## src/rtl/rb_mem_ctrl.sv

```systemverilog
// Memory-transfer sequencer for the register bank's working register (R34):
// runs one memory micro-op at a time with a req/ack handshake and a timeout.
module rb_mem_ctrl #(
  parameter int unsigned TIMEOUT = 15
) (
  input  logic        clk,
  input  logic        rst_n,
  input  logic        uop_valid,
  input  logic        uop_rd,
  input  logic [15:0] uop_addr,
  input  logic [15:0] wr_data,
  output logic        stall,
  output logic [1:0]  rb_mc,
  output logic [15:0] rb_mdata,
  output logic        mem_req,
  output logic        mem_we,
  output logic [15:0] mem_addr,
  output logic [15:0] mem_wdata,
  input  logic [15:0] mem_rdata,
  input  logic        mem_ack,
  output logic        err,
  input  logic        err_clr
);

  typedef enum logic [2:0] {
    S_IDLE,
    S_PREP,
    S_ISSUE,
    S_WBACK,
    S_DONE,
    S_ERROR
  } state_t;

  localparam logic [1:0] MC_NONE     = 2'b00;
  localparam logic [1:0] MC_LATCH_WR = 2'b01;
  localparam logic [1:0] MC_LOAD_WR  = 2'b10;

  // Counter value seen during the last ISSUE cycle before an abort.
  localparam logic [7:0] TO_LAST = 8'(TIMEOUT - 1);

  state_t      state, next_state;
  logic [15:0] addr_q;
  logic        rd_q;
  logic [7:0]  to_cnt;

  // NOTE: every signal written here gets a default first, so no path leaves
  // a value unassigned and no latch is inferred.
  always_comb begin
    next_state = state;
    unique case (state)
      S_IDLE:  if (uop_valid) next_state = uop_rd ? S_ISSUE : S_PREP;
      S_PREP:  next_state = S_ISSUE;
      S_ISSUE: begin
        // An ack in the expiry cycle still completes the operation.
        if (mem_ack)                 next_state = rd_q ? S_WBACK : S_DONE;
        else if (to_cnt == TO_LAST)  next_state = S_ERROR;
      end
      S_WBACK: next_state = S_DONE;
      S_DONE,
      S_ERROR: next_state = S_IDLE;
      default: next_state = S_IDLE;
    endcase
  end

  always_comb begin
    stall   = 1'b0;
    rb_mc   = MC_NONE;
    mem_req = 1'b0;
    mem_we  = 1'b0;
    unique case (state)
      S_IDLE:  stall = uop_valid;
      S_PREP:  begin stall = 1'b1; rb_mc = MC_LATCH_WR; end
      S_ISSUE: begin stall = 1'b1; mem_req = 1'b1; mem_we = ~rd_q; end
      S_WBACK: begin stall = 1'b1; rb_mc = MC_LOAD_WR; end
      default: ;
    endcase
  end

  assign mem_addr  = addr_q;
  assign mem_wdata = wr_data;

  // NOTE: sequential state uses non-blocking assignments so every register
  // samples the pre-edge values regardless of statement order.
  always_ff @(posedge clk or negedge rst_n) begin
    if (!rst_n) begin
      state    <= S_IDLE;
      addr_q   <= '0;
      rd_q     <= 1'b0;
      to_cnt   <= '0;
      rb_mdata <= '0;
      err      <= 1'b0;
    end else begin
      state <= next_state;
      if (state == S_IDLE && uop_valid) begin
        addr_q <= uop_addr;
        rd_q   <= uop_rd;
      end
      // Held at zero outside ISSUE, so it is always clear on entry.
      to_cnt <= (state == S_ISSUE && !mem_ack) ? to_cnt + 8'd1 : 8'd0;
      if (state == S_ISSUE && mem_ack && rd_q) rb_mdata <= mem_rdata;
      if (state == S_ISSUE && next_state == S_ERROR) err <= 1'b1;
      else if (err_clr)                             err <= 1'b0;
    end
  end

endmodule

```

## config.mk

```make
export PLATFORM = sky130hd
export DESIGN_NAME = rb_mem_ctrl
export DESIGN_NICKNAME = d
export VERILOG_FILES = /design/src/rtl/rb_mem_ctrl.sv
export SDC_FILE = /design/constraint.sdc
export NUM_CORES = 1
export LEC_CHECK = 0
export ABC_AREA = 1
export CORE_AREA = 2 2 78 80
export CTS_BUF_LIST = sky130_fd_sc_hd__clkbuf_4
export CTS_CLUSTER_DIAMETER = 30
export DETAILED_ROUTE_END_ITERATION = 16
export DIE_AREA = 0 0 80 82
export PLACE_DENSITY = 0.77
export SETUP_SLACK_MARGIN = 0.1
export SLEW_MARGIN = 20
export SYNTH_ARGS = -nofsm -noshare
export SYNTH_HDL_FRONTEND = slang
export SYNTH_SLANG_ARGS = --single-unit
export TNS_END_PERCENT = 1
```

## constraint.sdc

```tcl
create_clock -name clk -period 1.2 [get_ports clk]
set_input_delay 0.12 -clock clk [delete_from_list [all_inputs] [get_ports clk]]
set_output_delay 0.12 -clock clk [all_outputs]
set_load 0.02 [all_outputs]
```

After elaboration in Yosys (flattened, before gate mapping)
Index checks and enable logic that the tools add are counted.
{ "classes": {"n_addsub": 1, "mul": 0, "n_div": 0, "order_cmp": 0, "eq_ne": 5, "shifts": 0, "n_mux": 13, "bitwise": 1, "reduce_logical": 9} }
{ "ops": {"columns": ["op", "count"], "rows": [
  ["3-bit two-way mux", 4],
  ["3-bit one-hot mux with 4 select lines", 1],
  ["8-bit by 1-bit adder with 8-bit output, second input constant", 1],
  ["8-bit by 4-bit equality test with 1-bit output, second input constant", 1],
  ["8-bit two-way mux", 1],
  ["3-bit by 2-bit equality test with 1-bit output, second input constant", 2],
  ["1-bit logical AND", 5],
  ["1-bit two-way mux", 4],
  ["2-bit one-hot mux with 2 select lines", 1],
  ["3-bit by 1-bit equality test with 1-bit output, second input constant", 1],
  ["3-bit equality test, second input constant", 1],
  ["3-bit zero test", 1],
  ["3-bit OR reduction", 1],
  ["2-bit two-way mux", 1],
  ["1-bit one-hot mux with 2 select lines", 1],
  ["2-bit nonzero test", 1],
  ["1-bit zero test", 1],
  ["1-bit inverter", 1]
]} }
{ "totals": {"ff_bits": 45, "latchBits": 0, "mem_bits_rw": 0, "rom_bits": 0, "output_inout_bits": 54, "wordCells": 35, "memories": 0} }

Longest topological paths before layout
{ "depth": {"word_depth": 7, "depth_mapped": 7, "mapped_depth_nobuf": 6} }

Worst setup path after synthesis
OpenSTA, ideal clock, no wires.
{ "synth_path": {"kind": "register -> register", "from": "reg state[1]", "to": "reg state[2]", "arrival_time_ns": 1.034, "required_ns": 1.134, "slack_ns": 0.101, "path_stages_with_launch": 7, "path_buffers": 0, "synth_period_minus_slack_ns": 1.099, "cell_sequence": "dfrtp_1 inv_2 nor2_4 inv_1 nor2_1 inv_1 nand2_1"} }
{ "synth_via": {"elab_chain_cells": 2, "word_cells_on_any_way": 5, "cone_classes": "3 x eq/ne; 1 x mux; 1 x reduce/logical"} }
{ "synth_lines": {"columns": ["item", "line_no", "text"], "rows": [
  ["start, declared", "41", "state_t state, next_state;"],
  ["start signal, assigned", "93", "state <= next_state;"],
  ["3-bit by 2-bit equality test with 1-bit output (tied with other cells)", "50", "unique case (state)"],
  ["3-bit one-hot mux with 4 select lines *", "50", null],
  ["via next_state[2]", "41", null]
]} }
The timed path passes the listed nets; every way through them passes the cells marked *.
A chain may end at the register's enable or synchronous reset.

Worst setup path in the final report
{ "layout_path": {"from": "reg state[1]", "to": "out stall"} }
{ "layout_via": {"elab_chain_cells": 3, "word_cells_on_any_way": 6, "cone_classes": "3 x eq/ne; 1 x mux; 2 x reduce/logical"} }
{ "layout_lines": {"columns": ["item", "line_no", "text"], "rows": [
  ["3-bit by 2-bit equality test with 1-bit output / 3-bit by 1-bit equality test with 1-bit output (equally long branches)", "70", "unique case (state)"],
  ["3-bit OR reduction (no source line)", null, null],
  ["1-bit one-hot mux with 2 select lines *", "70", null],
  ["end, declared", "12", "output logic stall,"]
]} }
Mark *: on every way between the ends. The rest lies on a longest branch, timed or not.

==> impl_metrics.ini <==
[sta]
fmaxAchievable_mhz = 694
rsz0062_at_grt = yes
layout_worst_path_cycle_share_pct = 120
slew-limit-headroom_pct = 83.3
finalCriticalPeriod_ns = 1.44
report.final.slew_viol_count = 0
fin_skew_ns = 0.00990
setup_viol_count_final = 48
timing.final.ws_setup_ns = -0.240
timing_worst_slew_pin_value_ns = 0.251
finalHoldViolCount = 0

[layout]
regArea_sq_um = 1130
n_fill_cell = 566
insertedDiodeCount = 0
num-nets-final = 375
final_layout_size_suffix_gt1_share_pct = 27.5
area_growth_syn_to_layout_pct = 38.7
multi_input_comb_area_sq_um = 736
final_area_sq_um = 2850
final_cells = 395
final_core_utilization_pct = 49.7

[detailed_routing]
met3_length_um = 328
detail-route-antenna-nets = 0
number_of_vias_per_cell_after_detailed_routing = 4.34
detail_route.wl_per_cell_um = 11.6
drt_first_pass_iters = 4
met2_wirelength_um = 2260
routed_wirelength_um = 4580
remaining_drcs = 0
dr_top_layer = met4
dr_total_vias = 1713
dr.first_iter.drc_count = 61
detail_route.wirelength.met1_um = 1940

[clock_network]
htree_num_levels = 2
cts_inserted_buffers = 5
clock_tree.buffer_depth = 2
clock_latency_ns = 0.36
clock-sinks = 45
cts-root-buf = sky130_fd_sc_hd__clkbuf_4
cts_tree = yes
clk_pin_slew_worst_paths_ns = 0.14

[global_routing]
track_usage_pct = 14.5
gr-total-overflow = 0
grt_pass1_vias = 1592
maximum_number_of_pins_on_one_net_before_global_route_repair = 41
antenna_found_initial = 0
wire_length_of_the_first_global_routing_pass_um = 7310

[setup_path]
critPathArrivalTime_ns = 1.32
timing.critical_path.to_type = primary output
path_class = reg2out
worst_setup_path_start_kind = register
rr_worst_depth = 7
critical_path.reg2reg.endpoint = state[0]
r2r_setup_slack_ns = -0.09
crit_path_max_fanout = 3
crit-reg2reg-launch = state[0]
cp_data_required_time_ns = 1.08

[place]
dpl-instance-area_sq_um = 2830
gp_routability_congestion = 0.803
place.detailed.instances = 383
dp_hpwl_um = 3260
port_buffers = 75

[synth]
dominantRegCellSynth = sky130_fd_sc_hd__dfrtp_1
netlist.top_cell.by_area = sky130_fd_sc_hd__dfrtp_1
number_of_distinct_library_cell_variants_in_the_gate_level_netlist_after_synthesis = 19
synth_sequential_area_ratio_pct = 54.7
ys_top_cells_by_count = sky130_fd_sc_hd__nand2_1, sky130_fd_sc_hd__dfrtp_1, sky130_fd_sc_hd__nor2_1
syn-cell-area_sq_um = 2060
syn-instance-count = 242
async_flop_share_pct = 100
netlist.area_leader.share_pct = 54.7
synth_area_per_cell_sq_um = 8.50
synth_seq_cells = 45
synthesis.yosys.warnings = 0
synthesis.nets = 298
synthMostInstantiatedCell = sky130_fd_sc_hd__nand2_1
synth-edff-count = 0
post_synth_main_area_contributors = sky130_fd_sc_hd__dfrtp_1, sky130_fd_sc_hd__nand2_1, sky130_fd_sc_hd__buf_4

[floorplan]
floorplan.rows = 28
chipWidth_um = 80
design.die.area_sq_um = 6560
num_io_pins = 108
die_h_um = 82
initial_core_util_pct = 35.8
core_sq_um = 5750

[status]
status = finished with violations
failing_checks = negative setup slack

[pwr]
power_switching_uw = 2720
power.combinational.fraction_pct = 50.9
cell_int_power_uw = 3670
switching_share_pct = 42.6
irDropWorstVdd_uv = 907
sequentialPowerShare_pct = 37.9
total_leakage_power_uw = 0.00150
power.density_nw_per_um2 = 2240
clock_share_of_power_pct = 11.2

[job]
number_of_maximum_capacitance_violations = 0

[hold_path]
min-delay-path-class = in2async
[cell families (layout without fill, tap and decap cells)]
family,Yosys count,after routing,share of synthesized area (%)
buffers and inverters,37,115,11.1
adders and majority gates,2,2,1.22
AOI/OAI and AO/OA,9,9,2.31
DFF,45,45,54.7
and+or+nand+nor,149,149,30.7
[critical path, cell delays in order, from the launching register on]
cell                      delay, ns
sky130_fd_sc_hd__dfrtp_1       0.44
sky130_fd_sc_hd__inv_2         0.09
sky130_fd_sc_hd__nor2_4        0.04
sky130_fd_sc_hd__inv_2         0.08
sky130_fd_sc_hd__buf_6         0.10
sky130_fd_sc_hd__nand3_2       0.07
sky130_fd_sc_hd__buf_6         0.14
[power groups by stage]
| stage | combinational (uW) | clock, uW | sequential (uW) |
|---|---|---|---|
| global route | 3560 | 818 | 2490 |
| finish | 3250 | 718 | 2420 |
| global placement | 3370 | 0 | 2420 |
| detailed placement | 3420 | 0 | 2420 |
| floorplan | 1200 | 0 | 3040 |
| CTS | 3090 | 770 | 2380 |
[layout make-up]
class	count	share of cell area, %
timing repair buffer	91	27.0
sequential	45	39.5
inverter	16	2.54
clock buffer	5	1.32
multi-input combinational	160	25.8
clock inverter	3	0.614
tap	75	3.29
[flip-flops by register name (all words and copies together), names as in the netlist]
| name | count |
|---|---|
| err | 1 |
| mem_addr | 16 |
| rb_mdata | 16 |
| rd_q | 1 |
| state | 3 |
| to_cnt | 8 |
[what timing repair did]
| item | in CTS | in global routing |
|---|---|---|
| resized for setup | 168 | 25 |
| pin swaps | 2 | 3 |
| hold buffers | 1 | 0 |
| endpoints found under the hold margin | 45 | 0 |
| buffers inserted | 3 | 0 |
| setup endpoints to repair | 82 | 59 |
[stage by stage]
step	setup TNS [ns]	worst slack, ns	total power (uW)	hold slack, ns
after floorplan	0	0.101	4240	-0.176
after global placement	-6.82	-0.279	5790	-0.0410
after detailed placement	-7.07	-0.276	5840	-0.0312
after CTS	-3.38	-0.217	6240	0.0919
after global routing	-8.01	-0.303	6870	0.124
final	-3.49	-0.240	6390	0.131
[layer usage]
layer  global-route usage, %  vias up
met5                       0        -
met4                    4.41        0
met3                    4.62        9
met2                    25.1       57
li1                        -      869
met1                    17.2      778
[how the worst max path moves through the flow]
stage	from	to	slack [ns]	cells after the start
after floorplan	state[1]	state[2]	0.10	6
after global placement	uop_valid	stall	-0.28	4
after detailed placement	state[2]	stall	-0.28	5
after CTS	state[0]	stall	-0.22	5
after global routing	state[1]	stall	-0.30	6
final	state[1]	stall	-0.24	6
[cell usage in the layout (no fill, tap or decap)]
cell type	n
sky130_fd_sc_hd__buf_6	14
sky130_fd_sc_hd__inv_2	5
sky130_fd_sc_hd__inv_8	1
sky130_fd_sc_hd__buf_4	11
sky130_fd_sc_hd__nor2_4	4
sky130_fd_sc_hd__o21ai_0	1
sky130_fd_sc_hd__o21ai_1	3
sky130_fd_sc_hd__nor2_1	19
sky130_fd_sc_hd__dlygate4sd3_1	1
sky130_fd_sc_hd__clkinv_4	1
sky130_fd_sc_hd__buf_12	1
sky130_fd_sc_hd__o21bai_1	1
sky130_fd_sc_hd__clkinv_2	1
sky130_fd_sc_hd__dfrtp_1	45
sky130_fd_sc_hd__clkdlybuf4s50_1	36
sky130_fd_sc_hd__buf_2	28
sky130_fd_sc_hd__clkinv_1	1
sky130_fd_sc_hd__clkbuf_4	5
sky130_fd_sc_hd__nand3_1	6
sky130_fd_sc_hd__nand3_4	1
sky130_fd_sc_hd__nand3_2	4
sky130_fd_sc_hd__inv_6	1
sky130_fd_sc_hd__ha_1	2
sky130_fd_sc_hd__a21oi_1	4
sky130_fd_sc_hd__inv_1	9
sky130_fd_sc_hd__nand2_1	104
sky130_fd_sc_hd__nand2_2	11
Note: power is estimated with default switching activity, not from simulation.
==> edit 1: new RTL, same settings <==
Put one more register stage on the output `err`, cleared by the reset. The value now appears one clock later. The other outputs are not delayed to match.
--- a/src/rtl/rb_mem_ctrl.sv
+++ b/src/rtl/rb_mem_ctrl.sv
@@ -39,2 +39,4 @@
   localparam logic [7:0] TO_LAST = 8'(TIMEOUT - 1);
+
+  logic err_s0;
 
@@ -90,3 +92,3 @@
       rb_mdata <= '0;
-      err      <= 1'b0;
+      err_s0   <= 1'b0;
     end else begin
@@ -100,4 +102,12 @@
       if (state == S_ISSUE && mem_ack && rd_q) rb_mdata <= mem_rdata;
-      if (state == S_ISSUE && next_state == S_ERROR) err <= 1'b1;
-      else if (err_clr)                             err <= 1'b0;
+      if (state == S_ISSUE && next_state == S_ERROR) err_s0 <= 1'b1;
+      else if (err_clr)                             err_s0 <= 1'b0;
+    end
+  end
+
+  always_ff @(posedge clk or negedge rst_n) begin
+    if (!rst_n) begin
+      err <= '0;
+    end else begin
+      err <= err_s0;
     end
Formal check against the unedited RTL: same outputs for any inputs over 10 cycles, from zero or initial values and one cycle with rst_n low; that may be too few to reach the edited logic, so the function may still have changed.
==> edit 1 against the original RTL <==
- the run still ends with negative setup slack left
- maximum frequency rose by 0.38%
- clock power fell by 3.2%
- sequential cell count rose by 1
- sequential share of layout area rose by 1.6 points
- die area did not move
- synthesized area rose by 0.36%
- worst setup slack improved by 0.0054 ns
- cell area fell by 1.6%
- count of clock-buffer cells in the layout did not move
- routed wire length fell by 5.5%
- clock skew fell by 0.0043 ns
- power fell by 6.0%
==> edit 1: results <==
{
  "place.gp.congestion": 0.775,
  "ant_nets": 0,
  "grtUsageMet1": 0.157,
  "fin_skew_ns": 0.00563,
  "clk_pin_slew_worst_paths_ns": 0.13,
  "setup-violations-final": 44,
  "crit_family": "flip-flops",
  "synth_commonest_cells": "nand2_1, dfrtp_1, inv_1, nor2_1",
  "p_leak_nw": 1.50,
  "ys_types": 21,
  "filler_cell_count": 608,
  "cpPeakStageDelay_ns": 0.46,
  "synth-async-reset-ratio": 1.00,
  "yosys_warnings": 0,
  "relSlewSlack": 0.794,
  "clockRootBuffer": "clkbuf_4",
  "crit_fanout": 3,
  "antenna_cells": 0,
  "dp_hpwl_microns": 3330,
  "hp-class": "in2out",
  "drt-wirelength-per-cell_microns": 11.0,
  "antenna_found_initial": 0,
  "yosysSeqAreaShare": 0.558,
  "crit_arrival_ns": 1.31,
  "vias": 1704,
  "groute.usage.overall": 0.140,
  "finalNonFillerCells": 395,
  "ir_drop_uv": 951,
  "grtUsageMet2": 0.258,
  "drtIter0Drc": 51,
  "clock_latency_ns": 0.34,
  "dp.cells": 383,
  "drive_gt1_frac": 0.231,
  "met3_usage": 0.0440,
  "cts.path.max_buffers": 2,
  "numCtsBuffers": 5,
  "clock_tree.htree_level_count": 2,
  "synth_area_leaders": "dfrtp_1, nand2_1, buf_4",
  "status": "finished with violations",
  "synth.avg_cell_area_sq_um": 8.60,
  "synth_nets": 296,
  "fin_ws_ns": -0.235,
  "grt_max_degree": 35,
  "violations": "negative setup slack",
  "dr.pass1.iters": 4,
  "grt_pass1_wl_microns": 7180,
  "portBuffers": 75,
  "cpMaxStageDelayCell": "dfrtp_2"
}
-- edit 1: layer usage --
layer,wire length (microns),share of wire
met1,1790,0.41
met2,2200,0.51
met3,303,0.070
met4,41,0.0095
met5,0,0
-- edit 1: final cells by class --
type	count	share of cell area
inverter	32	0.0437
timing repair buffer	93	0.262
tap	75	0.0334
sequential	46	0.410
clock buffer	5	0.0134
clock inverter	3	0.00579
multi-input combinational	141	0.231
-- edit 1: through the flow --
step | TNS [ns] | utilization | setup slack [ns] | cell area, sq um
after global routing | -7.00 | 0.489 | -0.309 | 2810
after detailed placement | -4.88 | 0.497 | -0.358 | 2860
after floorplan | 0 | - | 0.0265 | 2070
final | -2.83 | 0.489 | -0.235 | 2810
after CTS | -3.10 | 0.487 | -0.244 | 2800
after global placement | -3.74 | 0.497 | -0.310 | 2860
-- edit 1: kinds of logic after synthesis --
| kind of cell | Yosys count | share of synthesized area |
|---|---|---|
| and+or+nand+nor | 115 | 0.238 |
| buffers and inverters | 53 | 0.133 |
| DFF | 46 | 0.558 |
| AOI/OAI and AO/OA | 23 | 0.0558 |
| adders and majority gates | 2 | 0.0121 |
| xor gates and xnor gates | 1 | 0.00424 |
-- edit 1: repair_timing --
item                                    CTS  global route
resized for setup                       166             9
endpoints found under the setup margin   81            54
buffers inserted                          3             0
hold endpoints to repair                 46             0
pin swaps                                 5             0
hold buffers                              1             0
-- edit 1: final timing paths --
| check | end | slack, ns | cells after the start | start |
|---|---|---|---|---|
| max in group asynchronous | rd_q | 0.66 | 3 | rst_n |
| min reg2reg | err | 0.40 | 0 | err_s0 |
| min in group asynchronous | mem_addr[1] | 0.29 | 3 | rst_n |
| min | mem_wdata[10] | 0.24 | 0 | wr_data[10] |
| max | stall | -0.23 | 4 | state[1] |
| max reg2reg | state[0] | -0.10 | 5 | state[1] |
-- edit 1: report_power, final --
part	leakage [nW]	total, mW	internal (mW)	switching [mW]
Sequential	0.589	2.43	2.11	0.316
Combinational	0.876	2.88	1.14	1.74
Clock	0.0303	0.695	0.220	0.475
==> edit 2: new RTL, same flow settings <==
Without the edit above. `TIMEOUT`: 15 -> 7.
--- a/src/rtl/rb_mem_ctrl.sv
+++ b/src/rtl/rb_mem_ctrl.sv
@@ -3,3 +3,3 @@
 module rb_mem_ctrl #(
-  parameter int unsigned TIMEOUT = 15
+  parameter int unsigned TIMEOUT = 7
 ) (
Function: changed (a bounded check fails within 10 cycles, from zero or initial values and one cycle with rst_n low).
==> edit 2 against the original RTL <==
- the run still ends with negative setup slack left
- routed wire length fell by 1.4%
- cell area fell by 0.39%
- global-route usage rose by 0.40 points
- worst setup slack improved by 0.032 ns
- power rose by 2.6%
- synthesized area fell by 2.4%
- clock power rose by 32%
- highest routed layer unchanged
- sequential cell count did not move
- critical path depth fell by 1
==> edit 2: results <==
{
  "antenna_cells": 0,
  "p_leak_nw": 1.50,
  "grt_overflow": 0,
  "grt_pass1_wl_microns": 7510,
  "synth_nets": 294,
  "grt_max_degree": 37,
  "cts.repair.resized": 158,
  "drt-wirelength-per-cell_microns": 11.5,
  "yosys_warnings": 0,
  "fin_skew_ns": 0.0109,
  "dr.pass1.iters": 4,
  "groute.usage.overall": 0.149,
  "hold_buffers": 1,
  "synth_commonest_cells": "nand2_1, dfrtp_1, nor2_1, buf_4, inv_1",
  "reg2regPathDepth": 5,
  "setup-violations-final": 44,
  "numCtsBuffers": 5,
  "clk_pin_slew_worst_paths_ns": 0.13,
  "ir_drop_uv": 1350,
  "vias": 1690,
  "drive_gt1_frac": 0.271,
  "drtIter0Drc": 49,
  "place.gp.congestion": 0.751,
  "relSlewSlack": 0.827,
  "dp_hpwl_microns": 3320,
  "post-cts-setup-buffer-count": 2,
  "portBuffers": 75,
  "ff2ff_setup_slack_ns": -0.09,
  "r2r_end": "to_cnt[4]",
  "dpl_worst_slack_ns": -0.353,
  "filler_cell_count": 606,
  "cts.path.max_buffers": 2,
  "cp-start-kind": "register",
  "yosysSeqAreaShare": 0.561,
  "clock_tree.htree_level_count": 2,
  "clock_latency_ns": 0.36,
  "fin_nets": 372,
  "violations": "negative setup slack",
  "crit_arrival_ns": 1.29,
  "hp-class": "in2async",
  "cp-endpoint": "stall",
  "crit_fanout": 4,
  "clockRootBuffer": "clkbuf_4",
  "synth-async-reset-ratio": 1.00,
  "ys_types": 19,
  "fin_ws_ns": -0.208,
  "status": "finished with violations",
  "synth_area_leaders": "dfrtp_1, nand2_1, buf_4",
  "r2r_start": "state[2]"
}
## edit 2: power by group
part | leakage, nW | switching (mW) | internal (mW)
clock network | 0.0459 | 0.482 | 0.467
logic | 0.882 | 1.89 | 1.25
registers | 0.575 | 0.347 | 2.11
## edit 2: critical path, stage by stage (launching register included)
cell     delay (ns)
dfrtp_2        0.46
buf_4          0.15
nor2_4         0.11
nor2_2         0.05
nand2_4        0.06
buf_6          0.11
## edit 2: final cells by class
class | count | area, sq um | area share
sequential | 45 | 1130 | 0.397
timing repair buffer | 92 | 754 | 0.265
multi-input combinational | 156 | 718 | 0.253
tap | 75 | 93.8 | 0.0330
inverter | 16 | 65.1 | 0.0229
clock buffer | 6 | 45.0 | 0.0158
clock inverter | 2 | 38.8 | 0.0136
## edit 2: layer usage
metal	track usage	vias to the layer above	wire [microns]
met5	0	-	0
met1	0.181	765	1970
met4	0.0475	0	53
met3	0.0440	6	354
li1	-	863	-
met2	0.254	56	2140
## edit 2: stage by stage
| step | cells | instance area, sq um | hold slack, ns | setup TNS [ns] | utilization |
|---|---|---|---|---|---|
| floorplan | 238 | 2020 | -0.176 | 0 | - |
| global placement | 381 | 2840 | 0.00101 | -7.31 | 0.494 |
| detailed placement | 381 | 2840 | 0.00837 | -7.73 | 0.494 |
| CTS | 392 | 2860 | 0.164 | -3.31 | 0.497 |
| global route | 392 | 2840 | 0.176 | -7.10 | 0.495 |
| finish | 392 | 2840 | 0.171 | -3.10 | 0.495 |
## edit 2: cell families (layout without fill, tap and decap cells)
logic type,count (synthesis),count (layout),synth area share
flops,45,45,0.561
xor+xnor,1,1,0.00436
fa+ha+maj,2,2,0.0125
buf+inv,37,116,0.110
simple gates,144,144,0.289
compound gates,9,9,0.0237
